[config.mk]
export PLATFORM = sky130hd
export DESIGN_NAME = temporizador_pwm_flat
export DESIGN_NICKNAME = d
export VERILOG_FILES = /design/src/rtl/temporizador_pwm_if.sv /design/src/rtl/temporizador_pwm.sv /design/src/flat_wrapper.sv
export SDC_FILE = /design/constraint.sdc
export NUM_CORES = 1
export LEC_CHECK = 0
export CAP_MARGIN = 0
export CORE_ASPECT_RATIO = 0.7
export CORE_MARGIN = 2
export CORE_UTILIZATION = 53
export DETAILED_ROUTE_END_ITERATION = 8
export PLACE_DENSITY = 0.79
export SLEW_MARGIN = 20
export SYNTH_ARGS = -nofsm -noshare
export SYNTH_HDL_FRONTEND = slang
export SYNTH_SLANG_ARGS = --single-unit
[constraint.sdc]
create_clock -name clk -period 1.9 [get_ports clk]
set_input_delay 0.38 -clock clk [delete_from_list [all_inputs] [get_ports clk]]
set_output_delay 0.38 -clock clk [all_outputs]
set_load 0.05 [all_outputs]
[src/rtl/temporizador_pwm_if.sv]
// Control/status bundle of the PWM timer: run control, shadow-load handshake
// and the counter/PWM observation outputs.
interface temporizador_pwm_if #(
    parameter int WIDTH      = 8,
    parameter int PRESCALE_W = 8
);
    logic                  en;
    logic [PRESCALE_W-1:0] prescale;
    logic [WIDTH-1:0]      periodo;
    logic [WIDTH-1:0]      ciclo;
    logic                  cargar;
    logic                  cargar_ack;
    logic [WIDTH-1:0]      cuenta;
    logic                  pwm;
    logic                  fin_periodo;

    modport master (
        output en, prescale, periodo, ciclo, cargar,
        input  cargar_ack, cuenta, pwm, fin_periodo
    );
    modport slave (
        input  en, prescale, periodo, ciclo, cargar,
        output cargar_ack, cuenta, pwm, fin_periodo
    );
endinterface

[src/rtl/temporizador_pwm.sv]
// Prescaled periodic timer with glitch-free PWM: period/duty go through shadow
// registers that only become active at a period wrap while running.
module temporizador_pwm #(
    parameter int WIDTH      = 8,
    parameter int PRESCALE_W = 8
) (
    input  logic              clk,
    input  logic              rst,
    temporizador_pwm_if.slave bus
);
    typedef enum logic {IDLE, RUN} state_t;

    state_t                state, state_nx;
    logic [PRESCALE_W-1:0] presc;
    logic [WIDTH-1:0]      cuenta;
    logic [WIDTH-1:0]      per_act, duty_act;
    logic [WIDTH-1:0]      per_pend, duty_pend;
    logic                  pend;
    logic                  fin, ack;
    logic                  tick, wrap, pwm;

    always_ff @(posedge clk) begin
        if (rst) state <= IDLE;
        else     state <= state_nx;
    end

    always_comb begin
        state_nx = state;
        case (state)
            IDLE:    if (bus.en)  state_nx = RUN;
            RUN:     if (!bus.en) state_nx = IDLE;
            default: state_nx = IDLE;
        endcase
    end

    // A tick on the edge that leaves RUN is dropped: the stop wins.
    always_comb begin
        tick = (state == RUN) && bus.en && (presc == bus.prescale);
        wrap = tick && (cuenta == per_act);
        pwm  = (state == RUN) && (cuenta < duty_act);
    end

    always_ff @(posedge clk) begin
        if (rst) begin
            presc     <= '0;
            cuenta    <= '0;
            per_act   <= '0;
            duty_act  <= '0;
            per_pend  <= '0;
            duty_pend <= '0;
            pend      <= 1'b0;
            fin       <= 1'b0;
            ack       <= 1'b0;
        end else begin
            fin <= 1'b0;
            ack <= 1'b0;
            if (state == RUN && bus.en) begin
                if (tick) begin
                    presc <= '0;
                    if (wrap) begin
                        cuenta <= '0;
                        fin    <= 1'b1;
                        if (pend) begin
                            per_act  <= per_pend;
                            duty_act <= duty_pend;
                            ack      <= 1'b1;
                        end
                    end else begin
                        cuenta <= cuenta + 1'b1;
                    end
                end else begin
                    presc <= presc + 1'b1;
                end
                // A load landing on the wrap edge is held for the next boundary.
                if (bus.cargar) begin
                    per_pend  <= bus.periodo;
                    duty_pend <= bus.ciclo;
                    pend      <= 1'b1;
                end else if (wrap) begin
                    pend      <= 1'b0;
                end
            end else begin
                cuenta <= '0;
                presc  <= '0;
                pend   <= 1'b0;
                if (state == IDLE && bus.cargar) begin
                    per_act  <= bus.periodo;
                    duty_act <= bus.ciclo;
                    ack      <= 1'b1;
                end
            end
        end
    end

    assign bus.cuenta      = cuenta;
    assign bus.pwm         = pwm;
    assign bus.fin_periodo = fin;
    assign bus.cargar_ack  = ack;
endmodule

[src/flat_wrapper.sv]
// flat-port wrapper written by rule: the top's interface ports become plain ports
module temporizador_pwm_flat 
#(
    parameter int WIDTH      = 8,
    parameter int PRESCALE_W = 8
)
  (clk, rst, bus_en, bus_prescale, bus_periodo, bus_ciclo, bus_cargar, bus_cargar_ack, bus_cuenta, bus_pwm, bus_fin_periodo);
  temporizador_pwm_if #(.WIDTH(WIDTH), .PRESCALE_W(PRESCALE_W)) bus_i ();
  input  logic clk;
  input  logic rst;
  input wire logic [$bits(bus_i.en)-1:0] bus_en;
  input wire logic [$bits(bus_i.prescale)-1:0] bus_prescale;
  input wire logic [$bits(bus_i.periodo)-1:0] bus_periodo;
  input wire logic [$bits(bus_i.ciclo)-1:0] bus_ciclo;
  input wire logic [$bits(bus_i.cargar)-1:0] bus_cargar;
  output wire logic [$bits(bus_i.cargar_ack)-1:0] bus_cargar_ack;
  output wire logic [$bits(bus_i.cuenta)-1:0] bus_cuenta;
  output wire logic [$bits(bus_i.pwm)-1:0] bus_pwm;
  output wire logic [$bits(bus_i.fin_periodo)-1:0] bus_fin_periodo;
  assign bus_i.en = bus_en;
  assign bus_i.prescale = bus_prescale;
  assign bus_i.periodo = bus_periodo;
  assign bus_i.ciclo = bus_ciclo;
  assign bus_i.cargar = bus_cargar;
  assign bus_cargar_ack = bus_i.cargar_ack;
  assign bus_cuenta = bus_i.cuenta;
  assign bus_pwm = bus_i.pwm;
  assign bus_fin_periodo = bus_i.fin_periodo;
  temporizador_pwm #(.WIDTH(WIDTH), .PRESCALE_W(PRESCALE_W)) u_core (.clk(clk), .rst(rst), .bus(bus_i));
endmodule
; ---- Yosys cells after proc, flatten, opt, wreduce, memory -nomap -nowiden
; Cells that the tools add are included.
[totals]
reg_bits = 52
input_bits = 28
out_inout_bits = 11
word_cells = 53
[op_classes]
n_addsub = 2
magnitude_cmp = 1
eq_ne = 5
muxes = 20
bitwise_logic = 3
n_reduce_logical = 12
[ops]
columns = op, n
row1 = 8-bit 2-to-1 mux, 11
row2 = "8-bit by 1-bit adder with 8-bit output, second input constant", 2
row3 = 8-bit equality test, 2
row4 = 1-bit 2-to-1 mux, 9
row5 = 8-bit < comparator, 1
row6 = "2-bit by 1-bit != test with 1-bit output, second input constant", 3
row7 = 3-bit OR reduction, 2
row8 = 1-bit logical AND, 5
row9 = 4-bit AND reduction, 1
row10 = 2-bit nonzero test, 2
row11 = 1-bit NOT, 3
row12 = 2-bit AND reduction, 1
row13 = 2-bit OR reduction, 1

; ---- Longest topological paths before layout
[depth]
ltp_word = 6
ltp_mapped = 8
mapped_depth_nobuf = 7

; ---- Worst setup path before layout
; OpenSTA, ideal clock, no wires.
[synth_path]
path_kind = register to output
from = reg u_core.cuenta[7] (netlist: u_core.bus.cuenta[7])
to = out bus_pwm
arrival_ps = 2258
required_time_ps = 1520
setup_slack_ps = -738
stages_incl_launch_ff = 3
n_path_buf = 0
cell_sequence = dfxtp_1 > ha_1 > o311ai_1
[synth_via]
elab_chain_len = 2
[synth_lines]
columns = element, line
row1 = from (decl), temporizador_pwm.sv:15  ; logic [WIDTH-1:0] cuenta;
row2 = from (signal assigned), temporizador_pwm.sv:69  ; cuenta <= cuenta + 1'b1;
row3 = 8-bit < comparator, temporizador_pwm.sv:40  ; pwm = (state == RUN) && (cuenta < duty_act);
row4 = 1-bit logical AND, temporizador_pwm.sv:40
row5 = to (decl), flat_wrapper.sv:18  ; output wire logic [$bits(bus_i.pwm)-1:0] bus_pwm;
; Every way passes these cells.

; ---- Worst setup path in the final report
[layout_path]
from = reg u_core.duty_act[1]
to = out bus_pwm
[layout_via]
elab_chain_len = 2
[layout_lines]
columns = element, line
row1 = from (decl), temporizador_pwm.sv:16  ; logic [WIDTH-1:0] per_act, duty_act;
row2 = from (signal assigned), temporizador_pwm.sv:65  ; duty_act <= duty_pend;
row3 = from (signal assigned), temporizador_pwm.sv:88  ; duty_act <= bus.ciclo;
row4 = 8-bit < comparator, temporizador_pwm.sv:40
row5 = 1-bit logical AND, temporizador_pwm.sv:40
; Every way passes these cells.

==> impl_metrics.env <==
export IMPL_synth_common_cells="dfxtp_1 (52), nand2_1 (35), nor2_1 (34)"
export IMPL_io_buffers=38
export IMPL_grt_pass1_vias=2095
export IMPL_critPathLaunch="u_core.duty_act[1]$_SDFFE_PP0P_"
export IMPL_drtIter0Drc=85
export IMPL_die_h_um=61.6
export IMPL_met3_usage_pct=4.16
export IMPL_p_leak_nw=1.39
export IMPL_rsz0062_at_grt="yes"
export IMPL_hold_class="register to register"
export IMPL_ios=39
export IMPL_ys_seq_area_share_pct=41.4
export IMPL_clkTransAtPathRegs_ns=0.10
export IMPL_maxSlewHeadroom_pct=66.6
export IMPL_cts_tree="yes"
export IMPL_synth_area_mm2=0.00251
export IMPL_clock_sinks=52
export IMPL_synth_edf_count=0
export IMPL_synthArstFlopShare_pct=0
export IMPL_violations="setup timing"
export IMPL_yosysWarnings=0
export IMPL_dpl_cell_area_mm2=0.00310
export IMPL_ys_seq_elements=52
export IMPL_max_freq_mhz=448
export IMPL_slew_viol_final=0
export IMPL_root_buffer="clkbuf_8"
export IMPL_fillers=310
export IMPL_drcViolationCount=0
export IMPL_n_antenna_cell=0
export IMPL_fp_coreArea_mm2=0.00445
export IMPL_yosysMostFrequentCell="dfxtp_1"
export IMPL_grt_busiest_layer="met2"
export IMPL_post_route_util_pct=77.6
export IMPL_vias_per_cell=5.49
export IMPL_cap_violations=0
export IMPL_vias=2211
export IMPL_clk_latency_ns=0.31
export IMPL_grt_max_degree=36
export IMPL_antenna_found_initial=0
export IMPL_final_period_utilization_pct=117
export IMPL_peakVddDrop_mv=0.475
export IMPL_grt_pass1_wl_mm=9.96
export IMPL_synthTopCellsByArea="dfxtp_1 (41%), mux2_2 (7.2%), mux2i_1 (6.4%)"
export IMPL_synth_avg_cell_area_um2=8.98
export IMPL_dp_slack_ns=-0.366
export IMPL_crit_required_ns=1.52
export IMPL_gp_congestion=0.856
export IMPL_yosysUniqueCellTypes=35
export IMPL_worstSetupStartpointType="register"
export IMPL_max_slew_worst_pin_slew_ns=0.499
export IMPL_r2r_cells=8
export IMPL_layout_drive_gt1_share_pct=31.0
export IMPL_synth_xor_area_share_pct=7.67
export IMPL_synthMuxAreaShare_pct=13.5
export IMPL_synth_nets=317
export IMPL_status="complete, but fails checks"
export IMPL_final_cell_area_mm2=0.00346
export IMPL_cts_path_max_buffers=2
export IMPL_p_per_area_mw_per_mm2=622
export IMPL_die_x_um=86.3
export IMPL_dp_hpwl_mm=4.12
export IMPL_synth_compound_area_share_pct=8.51
export IMPL_firstDrtPassIters=4
export IMPL_yosys_area_share_adder_pct=4.48
export IMPL_r2r_end="u_core.per_act[6]$_SDFFE_PP0P_"
export IMPL_worstPathArrival_ns=1.85
export IMPL_finalWorstSetupSlack_ns=-0.330
export IMPL_rrSetupSlack_ns=0.01
export IMPL_use_met2_pct=42.6
export IMPL_crit_path_end_kind="output port"
export IMPL_hold_viol_final=0
export IMPL_routed_wl_mm=6.38
export IMPL_gr_usage_all_layers_pct=24.5
export IMPL_grt_overflow=0
export IMPL_ant_nets=0
export IMPL_hold_end="u_core.per_pend[7]$_SDFFE_PP0P_"
export IMPL_report_final_setup_viol=1
export IMPL_min_from="u_core.per_pend[7]$_SDFFE_PP0P_"
export IMPL_row_count=20
export IMPL_initial_utilization_pct=56.4
export IMPL_htree_levels=2
export IMPL_cts_buffers=5
export IMPL_fin_tns_setup_ns=-0.330
export IMPL_synth_simple_area_share_pct=20.3
export IMPL_reg2reg_from="u_core.presc[6]$_SDFF_PP0_"
export IMPL_synthFlopType="dfxtp_1"
export IMPL_globalRouteMet1Util_pct=32.5
export IMPL_yosysTopAreaCell="dfxtp_1"
export IMPL_fp_dieArea_mm2=0.00532
export IMPL_critPathKind="register to output port"
export IMPL_crit_fanout=2
export IMPL_routedWlPerCell_um=15.8
export IMPL_synth_top_family_by_area="simple AND/OR/NAND/NOR gates"
export IMPL_synthCells=280
export IMPL_synthToLayoutAreaGrowth_pct=37.6
export IMPL_period_minus_slack_ns=2.23
export IMPL_synth_top_area_share_pct=41.4
export IMPL_whs_path_depth=2
export IMPL_fin_nets=384
export IMPL_clock_skew_ns=0.00726
-- cells in the final DEF (no fill, tap or decap), types with 3 or more instances in the layout --
cell,count
dfxtp_1,38
xnor2_1,9
dlygate4sd2_1,8
dfxtp_4,3
a21oi_1,21
nor2_1,34
o21ai_2,6
nand3_1,7
a21oi_2,4
ha_1,8
buf_6,6
buf_4,33
mux2_2,16
mux2i_1,15
dfxtp_2,11
or3b_1,4
nand2_1,35
nand4_1,3
xor2_2,3
clkbuf_8,5
and3_1,7
clkdlybuf4s50_1,21
inv_1,8
xor2_1,10
-- flip-flops by register name (all words and copies together) (netlist names) --
signal,count
u_core.state,1
u_core.per_act,8
u_core.presc,8
u_core.bus.fin_periodo,1
u_core.bus.cargar_ack,1
u_core.bus.cuenta,8
u_core.pend,1
u_core.per_pend,8
u_core.duty_pend,8
u_core.duty_act,8
-- worst max path at each step --
stage / endpoint / slack (ns)
floorplan: bus_pwm / -0.03
global placement: u_core.bus.cuenta[2]$_SDFFE_PP0P_ / -0.33
detailed placement: u_core.bus.cuenta[4]$_SDFFE_PP0P_ / -0.37
CTS: bus_pwm / -0.30
global route: bus_pwm / -0.41
finish: bus_pwm / -0.33
-- per-layer routing --
layer | part of all wire (%) | routed length, um | vias up
met2 | 48 | 3050 | 50
met1 | 47 | 3020 | 1065
met4 | 1.1 | 72 | 0
met5 | 0 | 0 | -
li1 | - | - | 1086
met3 | 3.8 | 240 | 10
-- cells by family (layout without fill, tap and decap cells) --
family          after synthesis  count (layout)
simple gates                105             105
buf+inv                      21              89
mux                          32              32
flops                        52              52
compound gates               39              39
fa+ha+maj                     9               9
xor+xnor                     22              22
-- through the flow --
step           hold WS [ns]  power (mW)  std cells
2_1_floorplan         0.434        1.34        280
3_3_place_gp          0.438        1.46        382
3_5_place_dp          0.445        1.47        382
4_1_cts               0.460        2.14        399
5_1_grt               0.478        2.24        403
6_report              0.462        2.15        403
-- worst max-delay path: stages (launching register included) --
cell and delay (ns):
dfxtp_2 0.34, inv_2 0.05, ha_4 0.22, a21o_1 0.18
a21o_1 0.16, a211oi_2 0.20, o21ai_2 0.10, o311ai_4 0.10
buf_12 0.18
-- power breakdown --
group          internal (mW)  switching [mW]  total, mW
clock                  0.262           0.387      0.649
sequential              1.12          0.0200       1.14
combinational          0.191           0.174      0.365
-- layout make-up --
cell class / instances / area, um2 / share of cell area [%]
flip-flops and latches: 52 / 1070 / 30.8
clock inverters: 3 / 23.8 / 0.687
multi-input cells: 207 / 1510 / 43.6
repair buffers: 72 / 691 / 20.0
well taps: 55 / 68.8 / 1.99
clock buffers: 5 / 68.8 / 1.99
inverters: 9 / 33.8 / 0.977
-- repair_timing --
item                                    4_1_cts  5_1_grt
gates resized for setup                      20       26
gates cloned                                  2        0
endpoints found under the setup margin       15       20
buffers inserted                              7        5
hold buffers                                  0        0
pin swaps                                    22       18
Note: power is estimated with default switching activity, not from simulation.
